$ cat config.mk
export PLATFORM = sky130hd
export DESIGN_NAME = return_stack_flat
export DESIGN_NICKNAME = d
export VERILOG_FILES = /design/src/rtl/return_stack_if.sv /design/src/rtl/return_stack.sv /design/src/flat_wrapper.sv
export SDC_FILE = /design/constraint.sdc
export NUM_CORES = 1
export LEC_CHECK = 0
export ABC_AREA = 1
export CAP_MARGIN = 20
export CORE_UTILIZATION = 60
export DETAILED_ROUTE_END_ITERATION = 7
export PLACE_DENSITY = 0.85
export SYNTH_ARGS = -nofsm -noshare
export SYNTH_HDL_FRONTEND = slang
export SYNTH_SLANG_ARGS = --single-unit
$ cat constraint.sdc
create_clock -name clk -period 6.35 [get_ports clk]
set_input_delay 1.27 -clock clk [delete_from_list [all_inputs] [get_ports clk]]
set_output_delay 1.27 -clock clk [all_outputs]
set_load 0.02 [all_outputs]
$ cat src/rtl/return_stack_if.sv
// Push/pop bus between the controller and the call/return address stack.
interface return_stack_if #(
  parameter int ADDR_W = 12,
  parameter int CNT_W  = 4
);
  logic              push;
  logic              pop;
  logic [ADDR_W-1:0] push_addr;
  logic              flush;
  logic              clear_err;
  logic [ADDR_W-1:0] top_addr;
  logic [CNT_W-1:0]  count;
  logic              empty;
  logic              full;
  logic              overflow;
  logic              underflow;

  // controller side: issues strobes, consumes the top address and status
  modport master (
    output push, pop, push_addr, flush, clear_err,
    input  top_addr, count, empty, full, overflow, underflow
  );

  // stack side
  modport slave (
    input  push, pop, push_addr, flush, clear_err,
    output top_addr, count, empty, full, overflow, underflow
  );
endinterface

$ cat src/rtl/return_stack.sv
// Hardware call/return address stack. The top entry is presented
// combinationally so the RET cycle can steer it straight into the PC mux.
module return_stack #(
  parameter int ADDR_W = 12,
  parameter int DEPTH  = 8,
  parameter int CNT_W  = 4
) (
  input  logic clk,
  input  logic reset,
  return_stack_if.slave rs
);

  localparam logic [CNT_W-1:0] FULL_CNT = CNT_W'(DEPTH);

  logic [ADDR_W-1:0] mem [DEPTH];
  logic [CNT_W-1:0]  sp;
  logic [CNT_W-1:0]  sp_m1;
  logic [CNT_W-2:0]  wr_idx;
  logic [CNT_W-2:0]  top_idx;
  logic              is_empty;
  logic              is_full;
  logic              do_push;
  logic              do_replace;
  logic              do_pop;
  logic              set_ovf;
  logic              set_udf;
  logic              overflow_q;
  logic              underflow_q;

  // Decode this cycle's operation; flush masks every push/pop effect.
  // A push+pop on an empty stack degenerates into a plain push.
  always_comb begin
    sp_m1      = sp - 1'b1;
    top_idx    = sp_m1[CNT_W-2:0];
    wr_idx     = sp[CNT_W-2:0];
    is_empty   = (sp == '0);
    is_full    = (sp == FULL_CNT);
    do_replace = !rs.flush && rs.push && rs.pop && !is_empty;
    do_push    = !rs.flush && rs.push && (!rs.pop || is_empty) && !is_full;
    do_pop     = !rs.flush && rs.pop && !rs.push && !is_empty;
    set_ovf    = !rs.flush && rs.push && !rs.pop && is_full;
    set_udf    = !rs.flush && rs.pop && is_empty;
  end

  // Stack pointer, entry storage and sticky fault flags; a new fault wins over clear_err.
  always_ff @(posedge clk or negedge reset) begin
    if (!reset) begin
      sp          <= '0;
      overflow_q  <= 1'b0;
      underflow_q <= 1'b0;
      for (int i = 0; i < DEPTH; i++) begin
        mem[i] <= '0;
      end
    end else begin
      if (rs.flush) begin
        sp <= '0;
      end else if (do_push) begin
        sp <= sp + 1'b1;
      end else if (do_pop) begin
        sp <= sp_m1;
      end

      if (do_push) begin
        mem[wr_idx] <= rs.push_addr;
      end else if (do_replace) begin
        mem[top_idx] <= rs.push_addr;
      end

      if (set_ovf) begin
        overflow_q <= 1'b1;
      end else if (rs.clear_err) begin
        overflow_q <= 1'b0;
      end

      if (set_udf) begin
        underflow_q <= 1'b1;
      end else if (rs.clear_err) begin
        underflow_q <= 1'b0;
      end
    end
  end

  // Status and top-of-stack view; popped entries stay in mem but are never shown.
  always_comb begin
    rs.top_addr  = is_empty ? '0 : mem[top_idx];
    rs.count     = sp;
    rs.empty     = is_empty;
    rs.full      = is_full;
    rs.overflow  = overflow_q;
    rs.underflow = underflow_q;
  end

endmodule

$ cat src/flat_wrapper.sv
// flat-port wrapper written by rule: the top's interface ports become plain ports
module return_stack_flat 
#(
  parameter int ADDR_W = 12,
  parameter int DEPTH  = 8,
  parameter int CNT_W  = 4
)
  (clk, reset, rs_push, rs_pop, rs_push_addr, rs_flush, rs_clear_err, rs_top_addr, rs_count, rs_empty, rs_full, rs_overflow, rs_underflow);
  return_stack_if #(.ADDR_W(ADDR_W), .CNT_W(CNT_W)) rs_i ();
  input  logic clk;
  input  logic reset;
  input wire logic [$bits(rs_i.push)-1:0] rs_push;
  input wire logic [$bits(rs_i.pop)-1:0] rs_pop;
  input wire logic [$bits(rs_i.push_addr)-1:0] rs_push_addr;
  input wire logic [$bits(rs_i.flush)-1:0] rs_flush;
  input wire logic [$bits(rs_i.clear_err)-1:0] rs_clear_err;
  output wire logic [$bits(rs_i.top_addr)-1:0] rs_top_addr;
  output wire logic [$bits(rs_i.count)-1:0] rs_count;
  output wire logic [$bits(rs_i.empty)-1:0] rs_empty;
  output wire logic [$bits(rs_i.full)-1:0] rs_full;
  output wire logic [$bits(rs_i.overflow)-1:0] rs_overflow;
  output wire logic [$bits(rs_i.underflow)-1:0] rs_underflow;
  assign rs_i.push = rs_push;
  assign rs_i.pop = rs_pop;
  assign rs_i.push_addr = rs_push_addr;
  assign rs_i.flush = rs_flush;
  assign rs_i.clear_err = rs_clear_err;
  assign rs_top_addr = rs_i.top_addr;
  assign rs_count = rs_i.count;
  assign rs_empty = rs_i.empty;
  assign rs_full = rs_i.full;
  assign rs_overflow = rs_i.overflow;
  assign rs_underflow = rs_i.underflow;
  return_stack #(.ADDR_W(ADDR_W), .DEPTH(DEPTH), .CNT_W(CNT_W)) u_core (.clk(clk), .reset(reset), .rs(rs_i));
endmodule
==> metrics.log, run 1 <==
INFO  metric place.gp.congestion = 0.922
INFO  metric clk_path_buf_depth = 2
INFO  metric ctsResizeCount = 0
INFO  metric finalCritPeriodShare = 0.730
INFO  metric max-vdd-ir-drop = 0.393 mV
INFO  metric grt.total_usage = 0.350
INFO  metric seqPwrFrac = 0.384
INFO  metric setup_viol = 0
INFO  metric power_density = 520 mW/mm²
INFO  metric synth.area.top_cells = dfrtp_1 47%, nand2_1 22%, nand3_1 15%, a21oi_1 3.4%, buf_2 2.5%
INFO  metric finish.net_count = 751
INFO  metric postCtsSetupRepairBufs = 0
INFO  metric initial_utilization = 0.625
INFO  metric fin_skew = 0.0106 ns
INFO  metric switching_power = 0.00139 W
INFO  metric antenna_cells_inserted = 0
INFO  metric timing.reg2reg.setup_slack = 3.25 ns
INFO  metric syn_area = 0.00548 mm²
INFO  metric overflow = 0
INFO  metric floorplan.die.width = 97.6 µm
INFO  metric via_count = 5,281
INFO  metric drt-wirelength-per-cell = 18.8 µm
INFO  metric numPortBuffers = 37
INFO  metric post_route_cells_drive_above_1_share = 0.0625
INFO  metric share_clk_of_total_power = 0.141
INFO  metric synth_sequential_area_ratio = 0.466
INFO  metric hpwl = 10.3 mm
INFO  metric last_element_of_the_critical_path = rs_top_addr[0]
INFO  metric clock_tree.root_cell = clkbuf_8
INFO  metric switching_part_of_the_total = 0.454
INFO  metric timing.critical_path.fanout_max = 60
INFO  metric crit_type = reg2out
INFO  metric grt_max_degree = 69
INFO  metric wl = 15.9 mm
INFO  metric post-route-min-period = 4.64 ns
INFO  metric cts_tree = built
INFO  metric clkSlewWorstSetupHoldPaths = 0.10 ns
INFO  metric detailedRoute.firstIterationViolations = 543
INFO  metric rel_slew_slack = 0.375
INFO  metric route.detailed.drc = 6
INFO  metric die_height = 97.6 µm
INFO  metric antenna_violating_nets_post_route = 0
INFO  metric data_required_time_at_the_worst_endpoint = 5.08 ns
INFO  metric tritoncts_num_sinks = 102
INFO  metric final_max_slew_viol_count = 0
INFO  metric core_area = 0.00876 mm²
INFO  metric syn_area_per_cell = 7.39 µm²
INFO  metric rsz0062_at_grt = false
INFO  metric cts.htree.levels = 3
INFO  metric run_status = complete, but fails checks
INFO  metric min-delay-path-class = reg2reg
INFO  metric initial_antenna_violation_count = 0
INFO  metric postSynthCellCount = 742
INFO  metric report.final.hold_viol_count = 0
INFO  metric fillers = 771
INFO  metric timing.fmax = 0.216 GHz
INFO  metric tritoncts.num_buffers = 9
INFO  metric failing_checks = design-rule violations
INFO  metric synthesis.yosys.warnings = 0
INFO  metric total_leakage_power = 2.91 nW
INFO  metric synth_seq_cells = 102
INFO  metric rr_endpoint = u_core.mem[16]$_DFFE_PN0P_
INFO  metric final.setup.tns = 0 ns
INFO  metric pin_count = 38
INFO  metric floorplan.die_area = 0.00952 mm²
INFO  metric worstRegToRegCells = 9
INFO  metric fin_total_pwr = 0.00306 W
INFO  metric cap_violations = 0
INFO  metric mappedNetlistNets = 762
INFO  metric hold_path.startpoint = u_core.mem[6]$_DFFE_PN0P_
INFO  metric endpoint_kind = output port
INFO  metric hold_buffers = 0
INFO  metric cp-startpoint = u_core.rs.count[0]$_DFFE_PN0P_
INFO  metric power_report.internal_total = 0.00167 W
INFO  metric worst_r2r_startpoint = u_core.rs.count[0]$_DFFE_PN0P_
INFO  metric slew_at_the_pin_with_the_worst_max_slew_slack = 0.937 ns
INFO  metric final_util = 0.672
INFO  metric detail_route.vias_per_cell = 6.26
INFO  metric clock_network_latency_to_the_later_pin_of_the_worst_skew_pair = 0.38 ns
INFO  metric synth_area_leader_cell = dfrtp_1
INFO  metric first_global_vias = 5,091
INFO  metric crit_arrival = 3.37 ns
INFO  metric setup.worst_path.start_class = register
INFO  metric detailedRoute.firstPassIterationCount = 8
INFO  metric unique_masters_post_synth = 26
INFO  metric layout-area-overhead-vs-synth = 7.37%
INFO  metric synth_top_area_share = 0.466
INFO  metric number_of_rows_in_the_core_area = 34
INFO  metric grt_pass1_wl = 26.0 mm
INFO  metric power.share.combinational = 0.475
[worst max-delay path: stages (launching register included)]
cell and delay (ns):
dfrtp_2 0.36, buf_4 0.50, inv_2 0.08, ha_1 0.33
inv_1 0.69, a21oi_1 0.07, o21ai_0 0.27, a21oi_1 0.12
clkdlybuf4s50_1 0.56
[power groups by stage]
stage                     sequential (W)  combinational [W]  clock [W]
after global routing             0.00121            0.00161   0.000457
after detailed placement         0.00117            0.00144          0
final                            0.00118            0.00145   0.000433
after global placement           0.00117            0.00140          0
after floorplan                  0.00113            0.00101          0
after CTS                        0.00117            0.00144   0.000432
[cell type report]
type	instances	area (µm²)	area share
sequential	102	2550	0.434
inverter	13	48.8	0.00829
multi-input combinational	564	2550	0.433
timing repair buffer	41	398	0.0676
clock inverter	5	60.1	0.0102
clock buffer	11	141	0.0240
tap	108	135	0.0230
[cell usage after synthesis, drive strengths merged]
master  instances
a21oi          37
nand3         173
ha              2
nor2            3
nand4           4
clkbuf         22
buf            41
o22ai           1
o21ai          22
nand2         320
inv            13
xnor2           1
dfrtp         102
nand3b          1
[per-layer routing]
layer | global-route usage | share of wire | up-vias
met2 | 0.543 | 0.47 | 340
met4 | 0.189 | 0.047 | 0
met5 | 0 | 0 | -
li1 | - | - | 2390
met3 | 0.0525 | 0.090 | 71
met1 | 0.477 | 0.39 | 2480
[layout by cell type (no fill, tap or decap), drive strengths merged]
cell type,synthesis,final
nand2,320,320
bufinv,0,1
dfrtp,102,102
clkbuf,22,11
buf,41,5
a21oi,37,37
o22ai,1,1
nand3,173,173
o21ai,22,22
inv,13,13
clkdlybuf4s50,0,36
xnor2,1,1
clkinvlp,0,1
ha,2,2
clkinv,0,3
nand3b,1,1
nand4,4,4
nor2,3,3
[flip-flops by register name, summed over array words and instances (netlist names)]
register / count
u_core.rs.underflow: 1
u_core.rs.overflow: 1
u_core.rs.count: 4
u_core.mem: 96
[stage by stage]
step	instances	hold WS, ns	setup slack (ns)	area [µm²]
4_1_cts	844	0.483	1.77	5890
3_3_place_gp	828	0.453	2.25	5680
6_report	844	0.481	1.71	5890
2_1_floorplan	742	0.442	2.75	5480
3_5_place_dp	828	0.458	2.19	5680
5_1_grt	844	0.496	1.50	5890
[how the worst min path moves through the flow]
stage,to,slack [ns],cells after the start
2_1_floorplan,u_core.mem[0]$_DFFE_PN0P_,0.44,2
3_3_place_gp,u_core.mem[18]$_DFFE_PN0P_,0.45,2
3_5_place_dp,u_core.mem[4]$_DFFE_PN0P_,0.46,2
4_1_cts,u_core.mem[4]$_DFFE_PN0P_,0.48,2
5_1_grt,u_core.mem[5]$_DFFE_PN0P_,0.50,2
6_report,u_core.mem[6]$_DFFE_PN0P_,0.48,2
[logic make-up after synthesis]
| group | synth area share |
|---|---|
| XOR/XNOR | 0.00160 |
| adder cells (fa/ha/maj) | 0.00456 |
| flip-flops | 0.466 |
| buffers and inverters | 0.0694 |
| AND/OR/NAND/NOR | 0.398 |
| AO/OA/AOI/OAI | 0.0605 |
Power figures use the tool's default switching activity.
==> run 2, diff against run 1 <==
--- a/config.mk
+++ b/config.mk
@@ -7,9 +7,9 @@
 export LEC_CHECK = 0
 export ABC_AREA = 1
 export CAP_MARGIN = 20
-export CORE_UTILIZATION = 60
+export CORE_UTILIZATION = 53
 export DETAILED_ROUTE_END_ITERATION = 7
-export PLACE_DENSITY = 0.85
+export PLACE_DENSITY = 0.8
 export SYNTH_ARGS = -nofsm -noshare
 export SYNTH_HDL_FRONTEND = slang
 export SYNTH_SLANG_ARGS = --single-unit
==> constraint.sdc (replaced) <==
create_clock -name clk -period 4.26 [get_ports clk]
set_input_delay 0.852 -clock clk [delete_from_list [all_inputs] [get_ports clk]]
set_output_delay 0.852 -clock clk [all_outputs]
set_load 0.02 [all_outputs]
==> metrics.log, run 2 (synthesized netlist as in run 1, its figures left out) <==
INFO  metric data_required_time_at_the_worst_endpoint = 3.41 ns (-1.67 ns)
INFO  metric timing.critical_path.fanout_max = 16 (-73%)
INFO  metric antenna_violating_nets_post_route = 0 (unchanged)
INFO  metric mostFrequentLayoutCell = nand2_1
INFO  metric detailedRoute.firstPassIterationCount = 5 (-3)
INFO  metric grt.total_usage = 0.293 (-0.0572)
INFO  metric post_route_cells_drive_above_1_share = 0.0664 (+0.00390)
INFO  metric first_global_vias = 4,846 (-4.8%)
INFO  metric antenna_cells_inserted = 0 (unchanged)
INFO  metric cap_violations = 0 (unchanged)
INFO  metric drt-wirelength-per-cell = 17.7 µm (-5.8%)
INFO  metric rsz0062_at_grt = false
INFO  metric fin_skew = 0.0104 ns (-0.000144 ns)
INFO  metric grt_max_degree = 60 (-13%)
INFO  metric final.setup.tns = 0 ns (unchanged)
INFO  metric worstPathCellList = inv_1, ha_1, inv_1, nand2_1, nand2_1, o21ai_0, a21oi_1, clkdlybuf4s50_1
INFO  metric total_leakage_power = 2.93 nW (+0.63%)
INFO  metric power_report.internal_total = 0.00250 W (+49%)
INFO  metric ctsResizeCount = 0 (unchanged)
INFO  metric timing.reg2reg.setup_slack = 1.57 ns (-1.68 ns)
INFO  metric worst_r2r_startpoint = u_core.rs.count[1]$_DFFE_PN0P_
INFO  metric overflow = 0 (unchanged)
INFO  metric tritoncts.num_buffers = 9 (unchanged)
INFO  metric floorplan.die.width = 104 µm (+6.3%)
INFO  metric switching_part_of_the_total = 0.454 (about the same)
INFO  metric setup.worst_path.start_class = register
INFO  metric min-delay-path-class = in2async
INFO  metric worstRegToRegCells = 8 (-1)
INFO  metric fin_total_pwr = 0.00458 W (+49%)
INFO  metric route.detailed.drc = 0 (-6)
INFO  metric rel_slew_slack = 0.517 (+0.142)
INFO  metric clk_path_buf_depth = 2 (unchanged)
INFO  metric place.gp.congestion = 0.949 (+3.0%)
INFO  metric detail_route.vias_per_cell = 6.02 (-3.8%)
INFO  metric multi_input_area = 0.00255 mm² (unchanged)
INFO  metric finish.net_count = 754 (+0.40%)
INFO  metric timing.fmax = 0.266 GHz
INFO  metric crit_arrival = 2.90 ns (-0.47 ns)
INFO  metric endpoint_kind = output port
INFO  metric switching_power = 0.00208 W (+49%)
INFO  metric rr_endpoint = u_core.mem[7]$_DFFE_PN0P_
INFO  metric grt_pass1_wl = 24.8 mm (-4.6%)
INFO  metric setup_viol = 0 (unchanged)
INFO  metric cts.htree.levels = 3 (unchanged)
INFO  metric run_status = finished, final reports clean
INFO  metric placedCellCount = 856 (+3.4%)
INFO  metric finalWorstSetupSlack = 0.505 ns (-1.21 ns)
INFO  metric timing.critical_path.slowest_stage_cell = clkdlybuf4s50_1
INFO  metric registers.top_by_ff_count = u_core.mem
INFO  metric seqPwrFrac = 0.378 (-0.006)
INFO  metric finalCritPeriodShare = 0.882
INFO  metric last_element_of_the_critical_path = rs_top_addr[7]
INFO  metric postCtsSetupRepairBufs = 0 (unchanged)
INFO  metric cp-startpoint = u_core.rs.count[1]$_DFFE_PN0P_
INFO  metric ff_latch_area = 0.00255 mm² (unchanged)
INFO  metric detailedRoute.firstIterationViolations = 536 (-1.3%)
INFO  metric fillers = 909 (+18%)
INFO  metric clock_network_latency_to_the_later_pin_of_the_worst_skew_pair = 0.37 ns (about the same)
INFO  metric slew_at_the_pin_with_the_worst_max_slew_slack = 0.722 ns (-0.215 ns)
INFO  metric initial_antenna_violation_count = 0 (unchanged)
INFO  metric core_area = 0.00991 mm² (+13%)
INFO  metric number_of_rows_in_the_core_area = 36 (+5.9%)
INFO  metric crit_type = reg2out
INFO  metric detailedPlace.worstSlack = 0.940 ns (-1.25 ns)
INFO  metric share_clk_of_total_power = 0.142 (about the same)
INFO  metric post-route-min-period = 3.76 ns
INFO  metric final_max_slew_viol_count = 0 (unchanged)
INFO  metric floorplan.die_area = 0.0108 mm² (+13%)
INFO  metric numPortBuffers = 37 (unchanged)
INFO  metric initial_utilization = 0.553 (-0.0723)
INFO  metric layout-area-overhead-vs-synth = 8.38%
INFO  metric cts_tree = built
INFO  metric largest_reg_flops = 96 (unchanged)
INFO  metric clock_tree.root_cell = clkbuf_8
INFO  metric critPathMaxStageDelay = 0.64 ns (-0.05 ns)
INFO  metric power.share.combinational = 0.480 (+0.005)
INFO  metric layout_common_cells = 317 x nand2_1, 164 x nand3_1, 101 x dfrtp_1
INFO  metric layoutNonFillerInstCount = 871 (+3.2%)
INFO  metric die_height = 104 µm (+6.3%)
INFO  metric wl = 15.4 mm (-2.8%)
INFO  metric tritoncts_num_sinks = 102 (unchanged)
INFO  metric pin_count = 38 (unchanged)
INFO  metric final_area = 0.00594 mm² (+0.94%)
INFO  metric hold_buffers = 0 (unchanged)
INFO  metric power_density = 770 mW/mm² (+48%)
INFO  metric hpwl = 10.3 mm (about the same)
INFO  metric report.final.hold_viol_count = 0 (unchanged)
INFO  metric via_count = 5,243 (-0.72%)
INFO  metric dpl_cell_area = 0.00574 mm² (+0.95%)
INFO  metric clkSlewWorstSetupHoldPaths = 0.11 ns (about the same)
INFO  metric max-vdd-ir-drop = 0.522 mV (+33%)
run 2: worst min path at each step:
stage                                      to  slack (ns)  depth (start not counted)
2_1_floorplan       u_core.mem[0]$_DFFE_PN0P_        0.44                          2
3_3_place_gp       u_core.mem[86]$_DFFE_PN0P_        0.45                          2
3_5_place_dp       u_core.mem[87]$_DFFE_PN0P_        0.46                          2
4_1_cts        u_core.rs.overflow$_DFFE_PN0P_        0.41                          1
5_1_grt            u_core.mem[27]$_DFFE_PN0P_        0.41                          1
6_report       u_core.rs.overflow$_DFFE_PN0P_        0.39                          1
run 2: layout make-up:
class                           instances  area share
Clock buffer                            9      0.0209
Multi-Input combinational cell        564       0.429
Sequential cell                       102       0.430
Clock inverter                          6      0.0133
Inverter                               13     0.00821
Timing Repair Buffer                   44      0.0708
Tap cell                              133      0.0280
run 2: metal layers:
| layer | wire [µm] | GRT usage | up-vias | share of wire |
|---|---|---|---|---|
| met4 | 538 | 0.129 | 0 | 0.035 |
| met5 | 0 | 0 | - | 0 |
| li1 | - | - | 2397 | - |
| met1 | 6450 | 0.404 | 2521 | 0.42 |
| met2 | 7080 | 0.456 | 284 | 0.46 |
| met3 | 1360 | 0.0516 | 41 | 0.088 |
run 2: power groups by stage:
stage / Sequential, W / Combinational, W / Clock, W
after floorplan: 0.00168 / 0.00151 / 0
after global placement: 0.00172 / 0.00212 / 0
after detailed placement: 0.00174 / 0.00217 / 0
after CTS: 0.00172 / 0.00218 / 0.000650
after global routing: 0.00178 / 0.00241 / 0.000697
final: 0.00173 / 0.00220 / 0.000649
run 2: metrics by stage:
stage               utilization  hold WS (ns)
finish                    0.599         0.388
global route              0.599         0.412
CTS                       0.599         0.406
detailed placement        0.579         0.459
global placement          0.579         0.453
floorplan                     -         0.442
run 2: critical path: cells and delay by family (launching register included):
kind	cells	cell delay (ns)
buffers and inverters	3	0.86
DFF	1	0.52
and+or+nand+nor	2	0.47
adders and majority gates	1	0.26
AOI/OAI and AO/OA	2	0.43
==> run 3, diff against run 2 <==
--- a/config.mk
+++ b/config.mk
@@ -7,8 +7,9 @@
 export LEC_CHECK = 0
 export ABC_AREA = 1
 export CAP_MARGIN = 20
-export CORE_UTILIZATION = 53
+export CORE_UTILIZATION = 58
 export DETAILED_ROUTE_END_ITERATION = 7
+export DONT_BUFFER_PORTS = 1
 export PLACE_DENSITY = 0.8
 export SYNTH_ARGS = -nofsm -noshare
 export SYNTH_HDL_FRONTEND = slang
==> metrics.log, run 3 (synthesized netlist as in run 1, its figures left out) <==
INFO  metric finalCritPeriodShare = 0.846 (-0.0356)
INFO  metric crit_type = reg2out
INFO  metric postCtsSetupRepairBufs = 0 (unchanged)
INFO  metric mostFrequentLayoutCell = nand2_1
INFO  metric rel_slew_slack = 0.517 (about the same)
INFO  metric power_density = 794 mW/mm² (+3.1%)
INFO  metric slew_at_the_pin_with_the_worst_max_slew_slack = 0.724 ns (+0.00207 ns)
INFO  metric crit_arrival = 2.75 ns (-0.15 ns)
INFO  metric report.final.hold_viol_count = 0 (unchanged)
INFO  metric max-vdd-ir-drop = 0.571 mV (+9.3%)
INFO  metric antenna_cells_inserted = 0 (unchanged)
INFO  metric registers.top_by_ff_count = u_core.mem
INFO  metric detailedRoute.firstIterationViolations = 568 (+6.0%)
INFO  metric grt.total_usage = 0.345 (+0.0523)
INFO  metric layout-area-overhead-vs-synth = 2.63%
INFO  metric tritoncts_num_sinks = 102 (unchanged)
INFO  metric dpl_cell_area = 0.00541 mm² (-5.7%)
INFO  metric timing.reg2reg.setup_slack = 1.36 ns (-0.21 ns)
INFO  metric numPortBuffers = 0 (-100%)
INFO  metric timing.fmax = 0.278 GHz (+4.2%)
INFO  metric antenna_violating_nets_post_route = 0 (unchanged)
INFO  metric initial_utilization = 0.596 (+0.0429)
INFO  metric timing.critical_path.fanout_max = 16 (unchanged)
INFO  metric min-delay-path-class = in2async
INFO  metric final_max_slew_viol_count = 0 (unchanged)
INFO  metric die_height = 99.2 µm (-4.3%)
INFO  metric data_required_time_at_the_worst_endpoint = 3.41 ns (about the same)
INFO  metric hold_buffers = 0 (unchanged)
INFO  metric whs = 0.159 ns (-0.229 ns)
INFO  metric clk_path_buf_depth = 2 (unchanged)
INFO  metric cp-startpoint = u_core.rs.count[1]$_DFFE_PN0P_
INFO  metric cts.htree.levels = 3 (unchanged)
INFO  metric setup.worst_path.start_class = register
INFO  metric setup_viol = 0 (unchanged)
INFO  metric clock_network_latency_to_the_later_pin_of_the_worst_skew_pair = 0.38 ns (about the same)
INFO  metric final_util = 0.612 (+0.0122)
INFO  metric core_area = 0.00920 mm² (-7.2%)
INFO  metric worst_r2r_startpoint = u_core.rs.count[1]$_DFFE_PN0P_
INFO  metric first_global_vias = 4,844 (-0.041%)
INFO  metric fin_skew = 0.00795 ns (-0.00247 ns)
INFO  metric detail_route.vias_per_cell = 6.30 (+4.6%)
INFO  metric finish.net_count = 726 (-3.7%)
INFO  metric post_route_cells_drive_above_1_share = 0.0816 (+0.0152)
INFO  metric detailedRoute.firstPassIterationCount = 5 (unchanged)
INFO  metric via_count = 5,178 (-1.2%)
INFO  metric cts_tree = built
INFO  metric run_status = finished, final reports clean
INFO  metric initial_antenna_violation_count = 0 (unchanged)
INFO  metric tritoncts.num_buffers = 9 (unchanged)
INFO  metric total_leakage_power = 2.84 nW (-3.1%)
INFO  metric floorplan.die.width = 99.2 µm (-4.3%)
INFO  metric hpwl = 10.1 mm (-2.0%)
INFO  metric post-route-min-period = 3.60 ns (-0.152 ns)
INFO  metric wl = 16.1 mm (+4.2%)
INFO  metric worstRegToRegCells = 10 (+2)
INFO  metric pin_count = 38 (unchanged)
INFO  metric cap_violations = 0 (unchanged)
INFO  metric ctsResizeCount = 0 (unchanged)
INFO  metric clock_tree.root_cell = clkbuf_8
INFO  metric grt_max_degree = 103 (+72%)
INFO  metric overflow = 0 (unchanged)
INFO  metric final_area = 0.00563 mm² (-5.3%)
INFO  metric rr_endpoint = u_core.mem[18]$_DFFE_PN0P_
INFO  metric grt_pass1_wl = 25.9 mm (+4.3%)
INFO  metric drt-wirelength-per-cell = 19.6 µm (+10%)
INFO  metric clkSlewWorstSetupHoldPaths = 0.10 ns (about the same)
INFO  metric floorplan.die_area = 0.00984 mm² (-8.5%)
INFO  metric last_element_of_the_critical_path = rs_top_addr[4]
INFO  metric placedCellCount = 806 (-5.8%)
INFO  metric number_of_rows_in_the_core_area = 35 (-2.8%)
INFO  metric rsz0062_at_grt = false
INFO  metric layout_common_cells = 317 x nand2_1, 164 x nand3_1, 101 x dfrtp_1
INFO  metric endpoint_kind = output port
INFO  metric place.gp.congestion = 0.953 (+0.42%)
INFO  metric route.detailed.drc = 0 (unchanged)
INFO  metric largest_reg_flops = 96 (unchanged)
INFO  metric final.setup.tns = 0 ns (unchanged)
INFO  metric layoutNonFillerInstCount = 822 (-5.6%)
## run 3: area by class of cell
cell class | instances | area [µm²]
Clock buffer | 11 | 151
Clock inverter | 5 | 63.8
Fill cell | 878 | 3570
Inverter | 13 | 48.8
Multi-Input combinational cell | 564 | 2550
Sequential cell | 102 | 2550
Tap cell | 111 | 139
Timing Repair Buffer | 16 | 120
## run 3: worst min path at each step
stage,from,to,slack (ns),depth (start not counted)
5_1_grt,reset,u_core.mem[26]$_DFFE_PN0P_,0.14,0
3_5_place_dp,u_core.mem[35]$_DFFE_PN0P_,u_core.mem[35]$_DFFE_PN0P_,0.46,2
4_1_cts,reset,u_core.mem[9]$_DFFE_PN0P_,0.15,0
2_1_floorplan,u_core.mem[0]$_DFFE_PN0P_,u_core.mem[0]$_DFFE_PN0P_,0.44,2
3_3_place_gp,u_core.mem[7]$_DFFE_PN0P_,u_core.mem[7]$_DFFE_PN0P_,0.45,2
6_report,reset,u_core.mem[13]$_DFFE_PN0P_,0.16,0
## run 3: metal layers
metal | share of wire | GRT usage | vias to the layer above
met5 | 0 | 0 | -
met2 | 0.46 | 0.535 | 298
met1 | 0.40 | 0.478 | 2494
li1 | - | - | 2339
met3 | 0.11 | 0.0710 | 47
met4 | 0.031 | 0.139 | 0
## run 3: critical path, cell delays in order, from the launching register on
cell and delay [ns]:
dfrtp_1 0.65, inv_1 0.15, ha_1 0.28, inv_1 0.10, nand2_1 0.05, nand2_1 0.47
o21ai_0 0.32, a21oi_1 0.20, buf_4 0.17
## run 3: report_power, final
group | internal, W | switching (W)
combinational | 0.000666 | 0.00136
clock | 0.000309 | 0.000364
sequential | 0.00145 | 0.000323
total | 0.00242 | 0.00205
## run 3: stage by stage
| stage | power [W] | setup WS (ns) |
|---|---|---|
| finish | 0.00447 | 0.657 |
| global route | 0.00478 | 0.472 |
| CTS | 0.00443 | 0.712 |
| detailed placement | 0.00376 | 1.17 |
| global placement | 0.00370 | 1.20 |
| floorplan | 0.00318 | 1.07 |
